### src/rtl/stack_frame_ctrl_if.sv
// SuperStack op/status codes and the decoder-facing command bus
// of the call-frame sequencer.
package superstack_pkg;
  localparam logic [2:0] OP_NONE                 = 3'd0;
  localparam logic [2:0] OP_PUSH                 = 3'd1;
  localparam logic [2:0] OP_POP                  = 3'd2;
  localparam logic [2:0] OP_REPLACE              = 3'd3;
  localparam logic [2:0] OP_INDEX_RESET          = 3'd4;
  localparam logic [2:0] OP_INDEX_RESET_AND_PUSH = 3'd5;

  localparam logic [2:0] ST_NONE      = 3'd0;
  localparam logic [2:0] ST_EMPTY     = 3'd1;
  localparam logic [2:0] ST_FULL      = 3'd2;
  localparam logic [2:0] ST_OVERFLOW  = 3'd3;
  localparam logic [2:0] ST_UNDERFLOW = 3'd4;
endpackage

interface stack_frame_ctrl_if #(
  parameter int WIDTH = 32,
  parameter int DEPTH = 7
);
  logic             cmd_valid;
  logic             cmd_ready;
  logic             cmd_ret;
  logic [DEPTH:0]   cmd_args;
  logic [DEPTH:0]   cmd_locals;
  logic             cmd_results;
  logic [WIDTH-1:0] cmd_ret_addr;
  logic             done;
  logic             err;
  logic [2:0]       err_code;
  logic [WIDTH-1:0] ret_addr;

  modport master (
    output cmd_valid,
    output cmd_ret,
    output cmd_args,
    output cmd_locals,
    output cmd_results,
    output cmd_ret_addr,
    input  cmd_ready,
    input  done,
    input  err,
    input  err_code,
    input  ret_addr
  );

  modport slave (
    input  cmd_valid,
    input  cmd_ret,
    input  cmd_args,
    input  cmd_locals,
    input  cmd_results,
    input  cmd_ret_addr,
    output cmd_ready,
    output done,
    output err,
    output err_code,
    output ret_addr
  );
endinterface

### src/rtl/stack_frame_ctrl.sv
// Call-frame sequencer: turns CALL/RETURN into SuperStack ops
// and owns the stack's underflow_limit plus a LIFO of saved frames.
module stack_frame_ctrl
  import superstack_pkg::*;
#(
  parameter int WIDTH  = 32,
  parameter int DEPTH  = 7,
  parameter int FRAMES = 16
) (
  input  logic                     clk,
  input  logic                     reset,
  stack_frame_ctrl_if.slave        cmd,
  output logic [$clog2(FRAMES):0]  frame_depth,
  output logic [2:0]               stk_op,
  output logic [WIDTH-1:0]         stk_data,
  output logic [DEPTH:0]           stk_offset,
  output logic [DEPTH:0]           stk_underflow_limit,
  input  logic [DEPTH:0]           stk_index,
  input  logic [WIDTH-1:0]         stk_out,
  input  logic [2:0]               stk_status
);

  localparam int AW = DEPTH + 1;
  localparam int FW = $clog2(FRAMES);
  localparam int DW = FW + 1;

  localparam logic [AW:0] MAX_STACK = {1'b0, {AW{1'b1}}};

  localparam logic [2:0] S_IDLE  = 3'd0;
  localparam logic [2:0] S_FETCH = 3'd1;
  localparam logic [2:0] S_ISSUE = 3'd2;
  localparam logic [2:0] S_CHECK = 3'd3;
  localparam logic [2:0] S_RESP  = 3'd4;

  localparam logic [2:0] E_NONE    = 3'd0;
  localparam logic [2:0] E_FULL    = 3'd1;
  localparam logic [2:0] E_NOFRAME = 3'd2;
  localparam logic [2:0] E_ARGS    = 3'd3;
  localparam logic [2:0] E_OVF     = 3'd4;
  localparam logic [2:0] E_STATUS  = 3'd5;

  logic [2:0]       state_q, state_d;
  logic             ready_q, ready_d;
  logic             done_q, done_d;
  logic             err_q, err_d;
  logic [2:0]       code_q, code_d;
  logic [WIDTH-1:0] ra_q, ra_d;
  logic [DW-1:0]    depth_q, depth_d;
  logic [2:0]       op_q, op_d;
  logic [WIDTH-1:0] data_q, data_d;
  logic [AW-1:0]    off_q, off_d;
  logic [AW-1:0]    lim_q, lim_d;
  logic [AW-1:0]    saved_q, saved_d;

  logic [AW-1:0]    fs_lim [FRAMES];
  logic [WIDTH-1:0] fs_ra  [FRAMES];

  logic             accept;
  logic             push;
  logic [FW-1:0]    top;
  logic [AW-1:0]    span;
  logic [AW:0]      sum;
  logic             frames_full;
  logic             no_frame;
  logic             args_bad;
  logic             ovf_bad;
  logic             res_bad;
  logic             stat_bad;

  assign accept      = cmd.cmd_valid & ready_q;
  assign top         = FW'(depth_q - DW'(1));
  assign span        = stk_index - lim_q;
  assign sum         = {1'b0, stk_index} + {1'b0, cmd.cmd_locals};
  assign frames_full = (depth_q == DW'(FRAMES));
  assign no_frame    = (depth_q == '0);
  assign args_bad    = (span < cmd.cmd_args);
  assign ovf_bad     = (sum > MAX_STACK);
  assign res_bad     = cmd.cmd_results & (stk_index <= lim_q);
  assign stat_bad    = (stk_status == ST_OVERFLOW) |
                       (stk_status == ST_UNDERFLOW);

  always_comb begin
    state_d = state_q;
    ready_d = ready_q;
    done_d  = 1'b0;
    err_d   = err_q;
    code_d  = code_q;
    ra_d    = ra_q;
    depth_d = depth_q;
    op_d    = OP_NONE;
    data_d  = data_q;
    off_d   = off_q;
    lim_d   = lim_q;
    saved_d = saved_q;
    push    = 1'b0;
    unique case (state_q)
      S_IDLE: begin
        if (accept) begin
          ready_d = 1'b0;
          err_d   = 1'b0;
          code_d  = E_NONE;
          if (!cmd.cmd_ret) begin
            if (frames_full) begin
              code_d = E_FULL;
            end else if (args_bad) begin
              code_d = E_ARGS;
            end else if (ovf_bad) begin
              code_d = E_OVF;
            end
            if (frames_full | args_bad | ovf_bad) begin
              err_d   = 1'b1;
              done_d  = 1'b1;
              state_d = S_RESP;
            end else begin
              push    = 1'b1;
              depth_d = depth_q + DW'(1);
              op_d    = OP_INDEX_RESET;
              off_d   = sum[AW-1:0];
              data_d  = '0;
              lim_d   = stk_index - cmd.cmd_args;
              state_d = S_ISSUE;
            end
          end else begin
            if (no_frame | res_bad) begin
              err_d   = 1'b1;
              code_d  = no_frame ? E_NOFRAME : E_ARGS;
              done_d  = 1'b1;
              state_d = S_RESP;
            end else begin
              depth_d = depth_q - DW'(1);
              ra_d    = fs_ra[top];
              if (cmd.cmd_results) begin
                saved_d = fs_lim[top];
                state_d = S_FETCH;
              end else begin
                op_d    = OP_INDEX_RESET;
                off_d   = lim_q;
                lim_d   = fs_lim[top];
                state_d = S_ISSUE;
              end
            end
          end
        end
      end
      // stk_out holds the callee's top word during FETCH
      S_FETCH: begin
        op_d    = OP_INDEX_RESET_AND_PUSH;
        off_d   = lim_q;
        data_d  = stk_out;
        lim_d   = saved_q;
        state_d = S_ISSUE;
      end
      S_ISSUE: begin
        state_d = S_CHECK;
      end
      S_CHECK: begin
        if (stat_bad) begin
          err_d  = 1'b1;
          code_d = E_STATUS;
        end
        done_d  = 1'b1;
        state_d = S_RESP;
      end
      S_RESP: begin
        ready_d = 1'b1;
        state_d = S_IDLE;
      end
      default: begin
        ready_d = 1'b1;
        state_d = S_IDLE;
      end
    endcase
  end

  always_ff @(posedge clk or negedge reset) begin
    if (!reset) begin
      state_q <= S_IDLE;
      ready_q <= 1'b1;
      done_q  <= 1'b0;
      err_q   <= 1'b0;
      code_q  <= E_NONE;
      ra_q    <= '0;
      depth_q <= '0;
      op_q    <= OP_NONE;
      data_q  <= '0;
      off_q   <= '0;
      lim_q   <= '0;
      saved_q <= '0;
    end else begin
      state_q <= state_d;
      ready_q <= ready_d;
      done_q  <= done_d;
      err_q   <= err_d;
      code_q  <= code_d;
      ra_q    <= ra_d;
      depth_q <= depth_d;
      op_q    <= op_d;
      data_q  <= data_d;
      off_q   <= off_d;
      lim_q   <= lim_d;
      saved_q <= saved_d;
    end
  end

  // Frame contents are only read below frame_depth, so no reset needed
  always_ff @(posedge clk) begin
    if (push) begin
      fs_lim[depth_q[FW-1:0]] <= lim_q;
      fs_ra[depth_q[FW-1:0]]  <= cmd.cmd_ret_addr;
    end
  end

  assign cmd.cmd_ready        = ready_q;
  assign cmd.done             = done_q;
  assign cmd.err              = err_q;
  assign cmd.err_code         = code_q;
  assign cmd.ret_addr         = ra_q;
  assign frame_depth          = depth_q;
  assign stk_op               = op_q;
  assign stk_data             = data_q;
  assign stk_offset           = off_q;
  assign stk_underflow_limit  = lim_q;

endmodule

### src/flat_wrapper.sv
// flat-port wrapper written by rule: the top's interface ports become plain ports
module stack_frame_ctrl_flat import superstack_pkg::*;
#(
  parameter int WIDTH  = 32,
  parameter int DEPTH  = 7,
  parameter int FRAMES = 16
)
  (clk, reset, frame_depth, stk_op, stk_data, stk_offset, stk_underflow_limit, stk_index, stk_out, stk_status, cmd_cmd_valid, cmd_cmd_ret, cmd_cmd_args, cmd_cmd_locals, cmd_cmd_results, cmd_cmd_ret_addr, cmd_cmd_ready, cmd_done, cmd_err, cmd_err_code, cmd_ret_addr);
  stack_frame_ctrl_if #(.WIDTH(WIDTH), .DEPTH(DEPTH)) cmd_i ();
  input  logic clk;
  input  logic reset;
  output logic [$clog2(FRAMES):0] frame_depth;
  output logic [2:0] stk_op;
  output logic [WIDTH-1:0] stk_data;
  output logic [DEPTH:0] stk_offset;
  output logic [DEPTH:0] stk_underflow_limit;
  input  logic [DEPTH:0] stk_index;
  input  logic [WIDTH-1:0] stk_out;
  input  logic [2:0] stk_status;
  input wire logic [$bits(cmd_i.cmd_valid)-1:0] cmd_cmd_valid;
  input wire logic [$bits(cmd_i.cmd_ret)-1:0] cmd_cmd_ret;
  input wire logic [$bits(cmd_i.cmd_args)-1:0] cmd_cmd_args;
  input wire logic [$bits(cmd_i.cmd_locals)-1:0] cmd_cmd_locals;
  input wire logic [$bits(cmd_i.cmd_results)-1:0] cmd_cmd_results;
  input wire logic [$bits(cmd_i.cmd_ret_addr)-1:0] cmd_cmd_ret_addr;
  output wire logic [$bits(cmd_i.cmd_ready)-1:0] cmd_cmd_ready;
  output wire logic [$bits(cmd_i.done)-1:0] cmd_done;
  output wire logic [$bits(cmd_i.err)-1:0] cmd_err;
  output wire logic [$bits(cmd_i.err_code)-1:0] cmd_err_code;
  output wire logic [$bits(cmd_i.ret_addr)-1:0] cmd_ret_addr;
  assign cmd_i.cmd_valid = cmd_cmd_valid;
  assign cmd_i.cmd_ret = cmd_cmd_ret;
  assign cmd_i.cmd_args = cmd_cmd_args;
  assign cmd_i.cmd_locals = cmd_cmd_locals;
  assign cmd_i.cmd_results = cmd_cmd_results;
  assign cmd_i.cmd_ret_addr = cmd_cmd_ret_addr;
  assign cmd_cmd_ready = cmd_i.cmd_ready;
  assign cmd_done = cmd_i.done;
  assign cmd_err = cmd_i.err;
  assign cmd_err_code = cmd_i.err_code;
  assign cmd_ret_addr = cmd_i.ret_addr;
  stack_frame_ctrl #(.WIDTH(WIDTH), .DEPTH(DEPTH), .FRAMES(FRAMES)) u_core (.clk(clk), .reset(reset), .cmd(cmd_i), .frame_depth(frame_depth), .stk_op(stk_op), .stk_data(stk_data), .stk_offset(stk_offset), .stk_underflow_limit(stk_underflow_limit), .stk_index(stk_index), .stk_out(stk_out), .stk_status(stk_status));
endmodule
### config.mk
export PLATFORM = sky130hd
export DESIGN_NAME = stack_frame_ctrl_flat
export DESIGN_NICKNAME = d
export VERILOG_FILES = /design/src/rtl/stack_frame_ctrl_if.sv /design/src/rtl/stack_frame_ctrl.sv /design/src/flat_wrapper.sv
export SDC_FILE = /design/constraint.sdc
export NUM_CORES = 1
export LEC_CHECK = 0
export BUFFER_PORTS_ARGS = -buffer_cell sky130_fd_sc_hd__buf_2
export CORE_MARGIN = 8
export CORE_UTILIZATION = 60
export CTS_BUF_LIST = sky130_fd_sc_hd__clkbuf_8
export DETAILED_ROUTE_END_ITERATION = 7
export PLACE_DENSITY = 0.79
export SYNTH_ARGS = -nofsm -noshare
export SYNTH_HDL_FRONTEND = slang
export SYNTH_SLANG_ARGS = --single-unit
export TNS_END_PERCENT = 50
### constraint.sdc
create_clock -name clk -period 14.7 [get_ports clk]
set_clock_uncertainty 0.1 [all_clocks]
set_input_delay 1.47 -clock clk [delete_from_list [all_inputs] [get_ports clk]]
set_output_delay 1.47 -clock clk [all_outputs]
set_load 0.02 [all_outputs]
# ---- Word-level counts from Yosys, hierarchy flattened
# Memories as Yosys holds them, arrays and structs flattened. A register that Yosys moved wholly into a read port is not among the register bits.
# Cells that the tools add are included.
dict set report word_totals {
  memories 2
  mem_bits_rw 640
  elab_cells 113
  inputBits 96
  reg_bits 73
}
# name words width rd rd_ports_with_merged_regs write_ports line
set mem_list {}
lappend mem_list {u_core.fs_ra 16 32 1 1 1 stack_frame_ctrl.sv:56} ;# logic [WIDTH-1:0] fs_ra [FRAMES];
lappend mem_list {u_core.fs_lim 16 8 1 0 1 stack_frame_ctrl.sv:55} ;# logic [AW-1:0] fs_lim [FRAMES];
dict set report classes {
  bitwise_logic 8
  magnitude_cmp 3
  n_mux 56
  reduce_logical 13
  eq_ne 15
  addsub 5
}
# operator count
set ops {}
lappend ops {{two-way mux 32 bit} 3}
lappend ops {{two-way mux 8 bit} 10}
lappend ops {{one-hot mux 32 bit (2 select lines)} 1}
lappend ops {{two-way mux 3 bit} 16}
lappend ops {{one-hot mux 8 bit (2 select lines)} 2}
lappend ops {{subtractor 8 bit} 2}
lappend ops {{two-way mux 5 bit} 3}
lappend ops {{two-way mux 1 bit} 14}
lappend ops {{one-hot mux 3 bit (2 select lines)} 2}
lappend ops {{one-hot mux 3 bit (4 select lines)} 1}
lappend ops {{AND reduction 4 bit} 3}
lappend ops {{AND reduction 5 bit} 2}
lappend ops {{adder 8 x 8 -> 9 bit} 1}
lappend ops {{== test 3 x 2 -> 1 bit (second input constant)} 3}
lappend ops {{> comparator 9 x 8 -> 1 bit (second input constant)} 1}
lappend ops {{inequality test 3 bit (second input constant)} 3}
lappend ops {{<= comparator 8 bit} 1}
lappend ops {{< comparator 8 bit} 1}
lappend ops {{inequality test 2 bit (second input constant)} 4}
lappend ops {{one-hot mux 1 bit (2 select lines)} 3}
lappend ops {{adder 5 x 1 -> 5 bit (second input constant)} 1}
lappend ops {{== test 5 bit (second input constant)} 1}
lappend ops {{logical NOT 5 bit} 1}
lappend ops {{subtractor 5 x 1 -> 5 bit (second input constant)} 1}
lappend ops {{other kinds (13)} 20}

# ---- Depth between registers and ports, before layout
# Gate-level depths: netlist (run 1).
dict set report depth {
  word_depth 10
  mapped_depth 16
  ltp_nobuf 15
}

# ---- Worst setup path before layout (run 1)
# No wires, ideal clock.
dict set report synth_timing {
  path_kind {input-to-reg}
  start {input stk_index[0]}
  end {memory u_core.fs_lim[10][0] (netlist name) (enable)}
  setup_time_ns 0.437
  arrival_time_ns 5.716
  t_required_ns 14.163
  stages 15
  setup_slack_ns 8.447
  n_path_buf 0
  cell_sequence {inv_1 ha_1 inv_1 fa_1 a211oi_1 o21bai_1 a21oi_1 xnor2_1 ha_1 nand4_1 a211oi_1 o21ai_1 nor3_2 nand2_1 nor2_1}
}
dict set report synth_via {
  elab_chain_len 10
}
# item line
set synth_rtl {}
lappend synth_rtl {{from (decl)} flat_wrapper.sv:17} ;# input logic [DEPTH:0] stk_index;
lappend synth_rtl {{subtractor 8 bit} stack_frame_ctrl.sv:72} ;# assign span = stk_index - lim_q;
lappend synth_rtl {{< comparator 8 bit} stack_frame_ctrl.sv:76} ;# assign args_bad = (span < cmd.cmd_args);
lappend synth_rtl {{OR 1 bit} stack_frame_ctrl.sv:110} ;# if (frames_full | args_bad | ovf_bad) begin
lappend synth_rtl {{OR 1 bit (*)} stack_frame_ctrl.sv:110}
lappend synth_rtl {{two-way mux 1 bit (*)} stack_frame_ctrl.sv:110}
lappend synth_rtl {{two-way mux 1 bit (*)} stack_frame_ctrl.sv:102} ;# if (!cmd.cmd_ret) begin
lappend synth_rtl {{two-way mux 1 bit (*)} stack_frame_ctrl.sv:98} ;# if (accept) begin
lappend synth_rtl {{two-way mux 1 bit (*)} stack_frame_ctrl.sv:96} ;# unique case (state_q)
lappend synth_rtl {{two-way mux 1 bit (*)} stack_frame_ctrl.sv:207} ;# if (push) begin
lappend synth_rtl {{two-way mux 1 bit (not written as such) (*)} stack_frame_ctrl.sv:208} ;# fs_lim[depth_q[FW-1:0]] <= lim_q;
lappend synth_rtl {{to (decl)} stack_frame_ctrl.sv:55}
# Mark *: on every way between the ends. The rest lies on a longest branch, timed or not.

# ---- Worst setup path in the final report (run 1)
dict set report layout_timing {
  start {input stk_index[0]}
  end {memory u_core.fs_lim[0][1] (netlist name) (enable)}
}
# The elaborated chain is that of the path after synthesis.

==> run summary, run 1 <==
The run finished with clean final reports. The initial cell density of the core came out at 60.62%. The worst vdd rail ir drop came out at 158.6 uV. The first global-routing pass estimated 95.73 mm of wire. The initial DRC count came out at 1372. The sequential share of the synthesized area is 73.84%. The most used flip-flop cell after synthesis is sky130_fd_sc_hd__edfxtp_1. The mapped netlist covers 29550 um^2. The area of the die is 56610 um^2. The detailed-route wire length is 63.72 mm. The clock tree synthesis step divided the H-tree into 3 levels. The overall die width came out at 237.9 um. The power density over the cells is 194.7 nW/um^2. The final max-slew violation count came out at 0. The number of cells traversed by the worst register-to-register path is 16. The worst relative slew slack came out at 18.57%. The final setup violation count is 0. The number of global-route vias before repair came out at 15700.

The layout cell share with drive strength beyond 1 came out at 35.99%. The maximum clock insertion buffer count is 3. Leaving out fill and tap cells, the most frequent cell in the layout is sky130_fd_sc_hd__edfxtp_1. The initial antenna violation count is 3. The leakage power is 0.01183 uW. Summing over every cut layer, the via total after detailed routing is 14950. The met2 layer usage reported by global route came out at 37.23%.

The transition time at the pin with the least slew margin came out at 1.222 ns. Detailed placement ended at an HPWL of 38.21 mm. The initialized floorplan defines 81 standard-cell rows. From synthesis to final layout, the design area changed by 13.41%. STA puts the critical path data required time at 14.93 ns. The routing usage on met3 came out at 5.376%.

The detailed-router iteration count before antenna repair is 5. The clock sink count is 744. Summed over all instances, the cell type with the most area after synthesis is sky130_fd_sc_hd__edfxtp_1. The number of hold buffers added after CTS is 0.

The instance count of the mapped netlist is 1396. The arrival time of data at the critical path endpoint came out at 6.07 ns. After detailed routing, the number of remaining DRC violations is 0. The number of placed instances, taps included is 2208. The setup TNS after final layout came out at 0 ns.

The count of endpoints failing hold in the final timing report was 0. The final critical delay including setup and external delays came out at 5.841 ns. The global-route congestion overflow total came out at 0. The startpoint type of the worst setup path is an input port. The ratio of routed vias to standard cells came out at 6.166. In this run the remaining antenna-violating nets after routing total 0.

The count of placed standard cells in the final layout, fillers left out came out at 2424. The critical path is of the input port to flop type. The number of flip-flops and latches in the synthesized netlist is 744. The number of buffers inserted by post-CTS setup repair came out at 0. The count of unique library cells instantiated by Yosys came out at 61. The filler cells instantiated in the layout total 2927. The timing endpoint of the critical path is u_core.fs_lim[0][1]$_DFFE_PP_. Dividing the synthesized area by the synthesized cell count gives 21.17 um^2. The path class of the tightest hold or removal check is flop to flop. The final layout net count came out at 1794. The fraction of post-synthesis cell area in the top cell type by area is 65.03%. During placement, the flow inserted port buffers numbering 188. The max-cap violation count is 0. The global-route total usage across every layer came out at 22.53%. The total clock buffers created by CTS came out at 114. The region available for standard cell placement spans 48750 um^2. The global-route track usage on met1 came out at 30.03%.

The endpoint identified for the worst register-to-register timing path is u_core.fs_lim[0][1]$_DFFE_PP_. Setup slack on the worst reg-to-reg path comes out at 8.90 ns. The worst path uses 39.74% of the clock period.

The number of cells on the worst hold path came out at 1. Clock-pin slew was measured on the worst setup and hold paths at 0.06 ns. The number of enable flip-flop cells after synthesis is 640. The share of synthesized registers carrying an async set or reset came out at 13.98%. The maximum clock rate is 171.2 MHz. The top cell types in the final layout, fill and taps aside, are sky130_fd_sc_hd__edfxtp_1, sky130_fd_sc_hd__mux4_2, sky130_fd_sc_hd__buf_2.

The clock reaches the later pin of the worst-skew pair after 0.71 ns. The type of destination of the critical path is a flop. The vertical die dimension came out at 237.9 um. In this run, post-CTS repair resized a total of 0 instances. The first element of the critical path is stk_index[0]. Setup repair after global routing left no endpoint under its margin.

The number of placed I/O pins is 190. The routed wire length per instance is 26.29 um. In this run the clock root is driven by a sky130_fd_sc_hd__clkbuf_8. The worst register-to-register path begins at u_core.stk_underflow_limit[1]$_DFFE_PN0P_.

met2 is the most crowded layer. For this run, the number of Yosys warnings is 0. TritonCTS built the clock tree. Yosys attributes the largest share of cell area to sky130_fd_sc_hd__edfxtp_1, sky130_fd_sc_hd__mux4_2, sky130_fd_sc_hd__dfrtp_1, sky130_fd_sc_hd__mux2_2, sky130_fd_sc_hd__ha_1. The synthesized net count came out at 1530.

The final weighted congestion in routability-driven placement is 0.9254. The maximum number of pins on one net before global-route repair is 72. The largest fanout on the critical path came out at 26.
synth_stat cells (all sizes together), types with 2 or more instances:
master	count
ha	35
or2	4
a31oi	3
nand2	29
inv	25
a22o	32
a211o	4
dfrtp	103
a211oi	8
mux2	47
fa	3
xnor2	14
or4	2
clkbuf	28
o31a	2
a21o	4
nand3	11
o211ai	4
a311oi	2
nand2b	4
a21oi	18
nor3	10
o21ai	31
mux2i	7
o21a	5
nand4	4
o22ai	8
nor4	2
nor2b	7
and3	2
buf	39
nor2	38
a221oi	2
mux4	198
xor2	8
edfxtp	640
a221o	2
state kept, by name, summed over array words and instances (netlist names):
| name | count |
|---|---|
| u_core.stk_offset | 8 |
| u_core.fs_ra | 512 |
| u_core.stk_op | 2 |
| u_core.cmd.cmd_ready | 1 |
| u_core.cmd.ret_addr | 32 |
| u_core.cmd.err_code | 3 |
| u_core.state_q | 3 |
| u_core.frame_depth | 5 |
| u_core.fs_lim | 128 |
| u_core.stk_data | 32 |
| u_core.cmd.done | 1 |
| u_core.saved_q | 8 |
| u_core.stk_underflow_limit | 8 |
| u_core.cmd.err | 1 |
critical path: stages:
cell                       delay (ns)
sky130_fd_sc_hd__buf_2           0.12
sky130_fd_sc_hd__inv_1           0.09
sky130_fd_sc_hd__ha_1            0.17
sky130_fd_sc_hd__inv_1           0.06
sky130_fd_sc_hd__fa_1            0.42
sky130_fd_sc_hd__a211oi_1        0.32
sky130_fd_sc_hd__o21bai_1        0.12
sky130_fd_sc_hd__a21oi_1         0.18
sky130_fd_sc_hd__xnor2_1         0.09
sky130_fd_sc_hd__ha_1            0.29
sky130_fd_sc_hd__nand4_1         0.08
sky130_fd_sc_hd__a211oi_1        0.34
sky130_fd_sc_hd__o21ai_1         0.25
sky130_fd_sc_hd__nor3_2          0.52
sky130_fd_sc_hd__nand2_1         0.42
sky130_fd_sc_hd__nor2_4          0.58
sky130_fd_sc_hd__buf_4           0.54
logic make-up (layout without fill, tap and decap cells):
group | after synthesis | after routing | share of synthesized area, %
DFF | 744 | 744 | 73.84
muxes | 252 | 252 | 17.12
AOI/OAI and AO/OA | 132 | 132 | 3.167
and+or+nand+nor | 115 | 115 | 1.859
buffers and inverters | 92 | 455 | 1.575
adders and majority gates | 38 | 38 | 1.685
xor gates and xnor gates | 22 | 22 | 0.7410
other | 1 | 2 | 0.01269
report_power, final:
| group | switching, uW | total [uW] | internal [uW] |
|---|---|---|---|
| sequential | 182 | 2660 | 2480 |
| clock | 792 | 1630 | 835 |
| combinational | 1140 | 2230 | 1090 |
| total | 2120 | 6520 | 4410 |
routing by layer:
metal	vias to the layer above	wire length [um]
met3	99	5443
met5	-	29
met4	4	1268
met1	7742	25160
met2	746	31820
li1	6355	-
per-stage QoR:
| stage | instance area [um^2] | hold slack, ns | power [uW] | utilization [%] | setup slack [ns] |
|---|---|---|---|---|---|
| after floorplan | 29550 | 0.3712 | 4309 | - | 8.447 |
| after global placement | 31310 | 0.3735 | 4937 | 64.23 | 8.287 |
| after detailed placement | 31310 | 0.3788 | 4968 | 64.23 | 8.094 |
| after CTS | 33510 | 0.3951 | 6592 | 68.75 | 8.837 |
| after global routing | 33510 | 0.4075 | 6831 | 68.75 | 8.251 |
| final | 33510 | 0.3914 | 6524 | 68.75 | 8.859 |
layout make-up:
class | instances | area [um^2] | share of cell area (%)
diodes | 1 | 2.502 | 0.007467
clock buffers | 120 | 1652 | 4.928
clock inverters | 95 | 551.8 | 1.646
inverters | 25 | 93.84 | 0.2800
multi-input cells | 560 | 7412 | 22.12
flip-flops and latches | 744 | 21830 | 65.12
well taps | 664 | 830.8 | 2.479
repair buffers | 215 | 1146 | 3.420
how the worst min path moves through the flow:
stage	slack (ns)	to	startpoint
finish	0.39	u_core.stk_underflow_limit[4]$_DFFE_PN0P_	u_core.saved_q[4]$_DFFE_PN0P_
global route	0.41	u_core.stk_offset[2]$_DFFE_PN0P_	u_core.stk_offset[2]$_DFFE_PN0P_
CTS	0.40	u_core.stk_offset[2]$_DFFE_PN0P_	u_core.stk_offset[2]$_DFFE_PN0P_
detailed placement	0.38	u_core.stk_data[28]$_DFFE_PN0P_	u_core.stk_data[28]$_DFFE_PN0P_
global placement	0.37	u_core.stk_offset[6]$_DFFE_PN0P_	u_core.stk_offset[6]$_DFFE_PN0P_
floorplan	0.37	u_core.stk_underflow_limit[5]$_DFFE_PN0P_	u_core.saved_q[5]$_DFFE_PN0P_
(Power assumes the default switching activity.)
==> run 2: changes to the inputs <==
==> constraint.sdc (replaced) <==
create_clock -name clk -period 5.4 [get_ports clk]
set_clock_uncertainty 0.1 [all_clocks]
set_input_delay 0.54 -clock clk [delete_from_list [all_inputs] [get_ports clk]]
set_output_delay 0.54 -clock clk [all_outputs]
set_load 0.02 [all_outputs]
==> run 2 against run 1 <==
  * Worst hold slack got worse by 0.34 ns
  * Sequential share of layout area fell by 1.1 points
  * Wire length rose by 0.59%
  * Core utilization rose by 1.2 points
  * First-iteration DRC count rose by 1.0%
  * Worst setup slack got worse by 8.4 ns
  * Flip-flop and latch count did not move
  * Largest power group unchanged
==> run summary, run 2 (same netlist as run 1, synthesis figures left out) <==
The root buffer cell chosen for the clock tree is sky130_fd_sc_hd__clkbuf_8. Following the worst setup path forward leads to its endpoint at u_core.fs_ra[12][21]$_DFFE_PP_. The global-route total usage across every layer came out at 22.90% (+0.37 points). TritonCTS built the clock tree. The clock-pin slew of the registers on the worst-case setup and hold paths came out at 0.06 ns (about the same). The worst vdd rail ir drop is 372.1 uV (+130%). The worst stage delay on the critical path is 0.72 ns (+0.14 ns).

The half-perimeter wire length after detailed placement is 37.82 mm (-1.0%). The power spent charging and discharging nets came out at 5723 uW (+170%). In the layout the commonest cells are sky130_fd_sc_hd__edfxtp_1, sky130_fd_sc_hd__mux4_2, sky130_fd_sc_hd__buf_2. The number of buffers added on ports is 188 (unchanged). The DRC violations left is 0 (unchanged). The ratio of routed vias to standard cells was 6.138 (-0.45%). The clock latency at the later pin of the worst-skew pair came to 0.71 ns (about the same). The final max-slew violation count came out at 0 (unchanged).

The clock sink count came out at 744 (unchanged). The final setup violation count is 0 (unchanged). The detailed-router iteration count before antenna repair is 5 (unchanged). The worst hold slack is 0.05099 ns (-0.3404 ns). The count of endpoints failing hold in the final timing report is 0 (unchanged).

The worst relative slew slack came to 29.15% (+11 points). The total number of vias came out at 15110 (+1.1%). The area of the core was 48750 um^2 (unchanged). The flow ran to the end, and the final reports show no timing, DRC or antenna violations. The power density over the cells was 523.9 nW/um^2 (+170%). The worst register-to-register path ends at u_core.fs_ra[12][21]$_DFFE_PP_. The number of flip-flops in the largest register came out at 512 (unchanged). The first element of the critical path is u_core.stk_underflow_limit[3]$_DFFE_PN0P_. The logic gate share of total power came out at 35.7% (+1.5 points).

The max-cap violation count is 0 (unchanged). The number of diodes added for antenna fixing is 0 (-1). The slowest stage of the critical path is the sky130_fd_sc_hd__dfrtp_1 cell.

The initial DRC count is 1386 (+1.0%). The gate family responsible for the most delay along the worst path is simple AND/OR/NAND/NOR gates. The number of hold buffers added after CTS was 31 (+31). Leaving out fill and tap cells, the most frequent cell in the layout is sky130_fd_sc_hd__edfxtp_1. The worst setup slack before clock tree synthesis is 0.3833 ns (-7.711 ns). The total clock buffers created by CTS is 110 (-3.5%).

Setup repair after global routing left no endpoint under its margin. The relative contribution of the clock network to total power came out at 24.7% (-0.2 points). The worst setup slack for register-to-register paths came out at 0.45 ns (-8.45 ns). The number of H-tree branching levels is 3 (unchanged).

The global-route congestion overflow total came out at 0 (unchanged). The share of total power in sequential cells came to 39.6% (-1.2 points). The switching fraction of total power came out at 32.05% (-0.42 points). The number of buffers and inverters on the critical path came out at 2 (-2). The category of the most critical setup path is flop to flop. The type of destination of the critical path is a flop. The path class of the tightest hold or removal check is input port to flop. The area of the die was 56610 um^2 (unchanged).

The final layout net count is 1838 (+2.5%). Compared with the post-synthesis result, the final layout area differs by 15.35%. The post-cts gate resize count is 0 (unchanged). The leakage power is 0.01206 uW (+1.9%). The remaining antenna violation count was 0 (unchanged). The number of global-route vias before repair was 15970 (+1.7%). The sum of met2 wire segment lengths after detailed routing is 31.83 mm (about the same). The final critical delay including setup and external delays is 4.946 ns. The routed length on met1 is 25.15 mm (about the same). Among the stages of the critical path, the cell type that occurs most often is sky130_fd_sc_hd__ha_1. The number of placed I/O pins came out at 190 (unchanged). The maximum number of pins on one net before global-route repair came out at 72 (unchanged). The transition time at the pin with the least slew margin came out at 1.063 ns (-0.1588 ns). The standard-cell row count is 81 (unchanged). The number of buffers inserted by post-CTS setup repair came to 0 (unchanged).

The overall die width came out at 237.9 um (unchanged). The number of cells traversed by the worst register-to-register path is 14 (-2). The total stage count of the critical path came out at 14 (-3).

The largest fanout on the critical path is 27 (+3.8%). The detailed router used layers up to and including met5. The startpoint type of the worst setup path is a flop. The routed wire length per instance came out at 26.05 um (-0.93%). The first-pass GRT wire length came to 97.35 mm (+1.7%). The initial cell density of the core is 60.62% (unchanged). The startpoint identified for the worst register-to-register timing path is u_core.stk_underflow_limit[3]$_DFFE_PN0P_.

The data required time of the critical path came out at 5.62 ns (-9.31 ns). Dividing the final minimum period by the clock period gives 91.60%. The arrival time of data at the critical path endpoint was 5.17 ns (-0.90 ns). The final weighted congestion in routability-driven placement is 0.9469 (+2.3%). The initial antenna violation count is 2 (-1). The maximum clock insertion buffer count is 3 (unchanged). The wire length on met3 came out at 5.683 mm (+4.4%).

The signal on the critical path passes through inv_1 -> ha_1 -> a21boi_0 -> o21ai_0 -> nor2b_1 -> xnor2_1 -> ha_1 -> nand4_1 -> a211oi_1 -> o21ai_1 -> nor3_2 -> nand2_1 -> nor2_4 -> buf_4. The final worst setup slack was 0.4536 ns (-8.405 ns). The layout cell share with drive strength beyond 1 is 36.34% (+0.35 points).

The internal power came out at 12130 uW (+180%). The vertical die dimension is 237.9 um (unchanged). The detailed-route wire length came out at 64.10 mm (+0.59%).

Derived from the worst setup path, the maximum achievable clock frequency is 202.2 MHz.
-- run 2: cell count changes in the layout (fill, tap and decap cells not counted), sizes merged --
cell | previous run | this run
diode | 1 | 0
clkinvlp | 0 | 4
clkinv | 53 | 39
dlygate4sd3 | 0 | 32
buf | 215 | 231
clkbuf | 120 | 125
inv | 63 | 58
-- run 2: area by class of cell --
cell class | count | area, um^2
tap | 664 | 830.8
sequential | 744 | 21830
timing repair buffer | 263 | 1737
clock buffer | 125 | 1720
fill | 2871 | 14660
multi-input combinational | 560 | 7412
clock inverter | 80 | 467.9
inverter | 25 | 93.84
-- run 2: metal layers --
metal / track usage, % / up-vias
li1: - / 6425
met1: 30.09 / 7794
met2: 37.96 / 774
met3: 5.722 / 109
met4: 6.928 / 4
met5: 0 / -
-- run 2: worst min-delay path by stage --
| stage | from | endpoint | slack [ns] | cells past startpoint |
|---|---|---|---|---|
| 2_1_floorplan | reset | u_core.cmd.done$_DFF_PN0_ | 0.14 | 0 |
| 3_5_place_dp | u_core.stk_data[0]$_DFFE_PN0P_ | u_core.stk_data[0]$_DFFE_PN0P_ | 0.38 | 1 |
| 4_1_cts | stk_out[9] | u_core.stk_data[9]$_DFFE_PN0P_ | 0.002 | 2 |
| 6_report | stk_out[9] | u_core.stk_data[9]$_DFFE_PN0P_ | 0.05 | 2 |
| 3_3_place_gp | u_core.stk_offset[5]$_DFFE_PN0P_ | u_core.stk_offset[5]$_DFFE_PN0P_ | 0.37 | 1 |
| 5_1_grt | stk_out[9] | u_core.stk_data[9]$_DFFE_PN0P_ | 0.02 | 2 |
-- run 2: power by group through the flow --
stage / Combinational (uW) / Sequential [uW] / Clock, uW
6_report: 6380 / 7070 / 4410
5_1_grt: 6830 / 7130 / 4740
4_1_cts: 6470 / 7070 / 4500
3_5_place_dp: 6420 / 7190 / 0
3_3_place_gp: 6350 / 7160 / 0
2_1_floorplan: 4210 / 7520 / 0
-- run 2: through the flow --
step / std cells / power (uW) / utilization [%] / setup TNS, ns / instance area [um^2]
2_1_floorplan: 1396 / 11730 / - / -43.57 / 29550
3_3_place_gp: 2224 / 13510 / 64.78 / 0 / 31580
3_5_place_dp: 2224 / 13610 / 64.78 / 0 / 31580
4_1_cts: 2460 / 18040 / 69.91 / 0 / 34080
5_1_grt: 2461 / 18690 / 69.93 / 0 / 34090
6_report: 2461 / 17860 / 69.93 / 0 / 34090
-- run 2: worst register-to-register path, stage by stage, from the launching register on --
cell and delay [ns]:
sky130_fd_sc_hd__dfrtp_1 0.72, sky130_fd_sc_hd__inv_1 0.10, sky130_fd_sc_hd__ha_1 0.37, sky130_fd_sc_hd__a21boi_0 0.29, sky130_fd_sc_hd__o21ai_0 0.17, sky130_fd_sc_hd__nor2b_1 0.17, sky130_fd_sc_hd__xnor2_1 0.13, sky130_fd_sc_hd__ha_1 0.29
sky130_fd_sc_hd__nand4_1 0.10, sky130_fd_sc_hd__a211oi_1 0.33, sky130_fd_sc_hd__o21ai_1 0.24, sky130_fd_sc_hd__nor3_2 0.50, sky130_fd_sc_hd__nand2_1 0.40, sky130_fd_sc_hd__nor2_4 0.19, sky130_fd_sc_hd__buf_4 0.46
==> run 3: changes to the inputs <==
--- a/config.mk
+++ b/config.mk
@@ -6,6 +6,7 @@
 export NUM_CORES = 1
 export LEC_CHECK = 0
 export BUFFER_PORTS_ARGS = -buffer_cell sky130_fd_sc_hd__buf_2
+export CAP_MARGIN = 15
 export CORE_MARGIN = 8
 export CORE_UTILIZATION = 60
 export CTS_BUF_LIST = sky130_fd_sc_hd__clkbuf_8
==> constraint.sdc (replaced) <==
create_clock -name clk -period 5.4 [get_ports clk]
set_clock_uncertainty 0.1 [all_clocks]
set_input_delay 1.08 -clock clk [delete_from_list [all_inputs] [get_ports clk]]
set_output_delay 1.08 -clock clk [all_outputs]
set_load 0.02 [all_outputs]
==> run 3 against run 2 <==
  * Final cell count down 0.41%
  * Wire length up 3.4%
  * Worst hold slack better by 0.34 ns
==> run summary, run 3 (same netlist as run 1, synthesis figures left out) <==
The initial DRC count is 1477 (+6.6%). The count of endpoints failing hold in the final timing report came out at 0 (unchanged). TritonCTS built the clock tree. The count of placed standard cells in the final layout, fillers left out is 2451 (-0.41%). The worst setup slack before clock tree synthesis is 0.2197 ns (-0.1636 ns).

The vertical die dimension came out at 237.9 um (unchanged). The ratio of routed vias to standard cells came out at 6.234 (+1.6%). The worst relative slew slack is 28.88% (-0.27 points).

The cell area after placement is 31660 um^2 (+0.25%). The largest fanout on the critical path is 26 (-3.7%). The clock sink count is 744 (unchanged). The number of buffers inserted by post-CTS setup repair came out at 0 (unchanged). The share of total power in sequential cells is 39.1% (-0.5 points). Setup repair after global routing left no endpoint under its margin. The final cell area excluding filler cells came out at 34000 um^2 (-0.25%). The arrival time of data at the critical path endpoint came out at 4.82 ns (-0.35 ns).

The data required time of the critical path came to 5.64 ns (+0.02 ns). The flow ran to the end, and the final reports show no timing, DRC or antenna violations. The number of H-tree branching levels is 3 (unchanged). The number of buffers added on ports was 188 (unchanged). The total clock buffers created by CTS came to 113 (+2.7%). The relative contribution of the clock network to total power is 25.2% (+0.5 points).

The number of placed I/O pins is 190 (unchanged). The final critical delay including setup and external delays came out at 4.582 ns (-0.3642 ns). The remaining antenna violation count is 0 (unchanged). The max-cap violation count is 0 (unchanged). The routed wire length per instance was 27.04 um (+3.8%).

The wire length on met3 came out at 6.242 mm (+9.8%). In the layout the commonest cells are sky130_fd_sc_hd__edfxtp_1, sky130_fd_sc_hd__mux4_2, sky130_fd_sc_hd__buf_2. The logic gate share of total power came out at 35.7% (about the same). The initial antenna violation count is 3 (+1). The half-perimeter wire length after detailed placement is 41.73 mm (+10%). The detailed-router iteration count before antenna repair came out at 6 (+1). The internal power is 12220 uW (+0.73%). Leaving out fill and tap cells, the most frequent cell in the layout is sky130_fd_sc_hd__edfxtp_1. The initial cell density of the core came out at 60.62% (unchanged). The layout cell share with drive strength beyond 1 is 37.46% (+1.1 points). The power spent charging and discharging nets is 5976 uW (+4.4%). The final max-slew violation count came out at 0 (unchanged). The number of global-route vias before repair came out at 15750 (-1.4%). The worst hold slack came to 0.3875 ns (+0.3365 ns). The power density over the cells came out at 535.2 nW/um^2 (+2.2%). The final layout net count is 1819 (-1.0%). The signal on the critical path passes through buf_4 -> ha_1 -> inv_1 -> fa_1 -> a211oi_1 -> o21bai_1 -> a21oi_1 -> xnor2_1 -> ha_1 -> nand4_1 -> a211oi_1 -> o21ai_1 -> nor3_2 -> buf_4 -> nand2_1 -> nor2_4 -> buf_4.

The worst setup path is launched from a flop. The worst vdd rail ir drop was 404.2 uV (+8.6%). The highest routed metal layer is met5. The first-pass GRT wire length came out at 98.85 mm (+1.5%). The final weighted congestion in routability-driven placement is 0.9455 (-0.15%). The maximum number of pins on one net before global-route repair came out at 106 (+47%).

The number of fill cells is 2859 (-0.42%). The share of the clock period used by the worst path after layout came out at 84.85% (-6.7 points). The transition time at the pin with the least slew margin came to 1.067 ns (+0.004014 ns).

The min-delay analysis places its worst path in the category flop to flop. The most numerous cell type found on the critical path is sky130_fd_sc_hd__buf_4. The detailed-route wire length came out at 66.27 mm (+3.4%). The area of the die is 56610 um^2 (unchanged).

The power consumption is 18200 uW (+1.9%). The DRC violations left came out at 0 (unchanged). The type of destination of the critical path is a flop. The post-cts gate resize count was 0 (unchanged).

The global-route congestion overflow total came out at 0 (unchanged). The critical path in this run is classified as flop to flop. The total number of vias is 15280 (+1.1%). The slowest stage of the critical path is the sky130_fd_sc_hd__buf_4 cell. The sum of met2 wire segment lengths after detailed routing came out at 32.58 mm (+2.4%). The clock-pin slew of the registers on the worst-case setup and hold paths was 0.06 ns (about the same). The area of the core is 48750 um^2 (unchanged). The area added between synthesis and finish is 15.06%.

The standard-cell row count is 81 (unchanged). The number of hold buffers added after CTS came out at 0 (-100%). The worst stage delay on the critical path was 0.43 ns (-0.29 ns).

The switching fraction of total power is 32.84% (+0.79 points). The final setup violation count came to 0 (unchanged). The maximum clock rate was 218.2 MHz (+7.9%). The overall die width is 237.9 um (unchanged). The number of placed instances, taps included came out at 2233 (+0.40%).

The final worst setup slack came out at 0.8179 ns (+0.3642 ns). The maximum clock insertion buffer count is 3 (unchanged). The routed length on met1 is 25.97 mm (+3.3%).

The leakage power came out at 0.01211 uW (+0.45%). The clock latency at the later pin of the worst-skew pair came out at 0.71 ns (about the same). The root cell of the clock tree is sky130_fd_sc_hd__clkbuf_8. The number of flip-flops in the largest register is 512 (unchanged). The global-route total usage across every layer came out at 23.49% (+0.59 points).
run 3: cell types whose count changed in the layout (fill, tap and decap cells not counted), moves of 2 or more:
cell and delta:
sky130_fd_sc_hd__dlygate4sd3_1 -32, sky130_fd_sc_hd__clkinv_8 +2, sky130_fd_sc_hd__clkinv_1 -13, sky130_fd_sc_hd__inv_1 +18, sky130_fd_sc_hd__clkbuf_8 +4, sky130_fd_sc_hd__buf_4 +8
run 3: layout make-up:
cell class,instances,area (um^2),area share (%)
Antenna cell,1,2.502,0.007359
Clock buffer,129,1775,5.221
Clock inverter,87,539.3,1.586
Inverter,25,93.84,0.2760
Multi-Input combinational cell,560,7412,21.80
Sequential cell,744,21830,64.19
Tap cell,664,830.8,2.443
Timing Repair Buffer,241,1524,4.482
run 3: power groups by stage:
stage / Combinational (uW) / Clock (uW) / Sequential, uW
after floorplan: 4210 / 0 / 7520
after global placement: 6440 / 0 / 7210
after detailed placement: 6520 / 0 / 7240
after CTS: 6560 / 4680 / 7120
after global routing: 6880 / 4910 / 7170
final: 6490 / 4590 / 7120
run 3: path summary, 6_finish.rpt:
kind                                                           start                                  end  slack (ns)  cells past startpoint
min in group asynchronous                                      reset           u_core.stk_op[2]$_DFF_PN0_        0.40                      1
max in group asynchronous                                      reset  u_core.cmd.ret_addr[13]$_DFFE_PN0P_        3.64                      2
setup reg to reg           u_core.stk_underflow_limit[0]$_DFFE_PN0P_        u_core.fs_ra[0][19]$_DFFE_PP_        0.82                     17
hold reg to reg                     u_core.stk_offset[6]$_DFFE_PN0P_     u_core.stk_offset[6]$_DFFE_PN0P_        0.39                      1
setup / recovery           u_core.stk_underflow_limit[0]$_DFFE_PN0P_        u_core.fs_ra[0][19]$_DFFE_PP_        0.82                     17
hold / removal                      u_core.stk_offset[6]$_DFFE_PN0P_     u_core.stk_offset[6]$_DFFE_PN0P_        0.39                      1
run 3: per-stage QoR:
step | utilization (%) | setup TNS [ns]
finish | 69.75 | 0
global route | 69.75 | 0
CTS | 69.69 | 0
detailed placement | 64.94 | 0
global placement | 64.94 | 0
floorplan | - | -291.60
run 3: metal layers:
metal  vias to the layer above  GRT usage (%)
li1                       6399              -
met1                      7958          31.54
met2                       829          38.17
met3                        89          5.976
met4                         4          7.021
met5                         -              0
run 3: critical path, delay by kind of cell, from the launching register on:
kind | cells | cell delay [ns]
AOI/OAI and AO/OA | 5 | 1.15
xor gates and xnor gates | 1 | 0.10
adders and majority gates | 3 | 0.92
buffers and inverters | 4 | 0.93
DFF | 1 | 0.32
and+or+nand+nor | 4 | 0.66
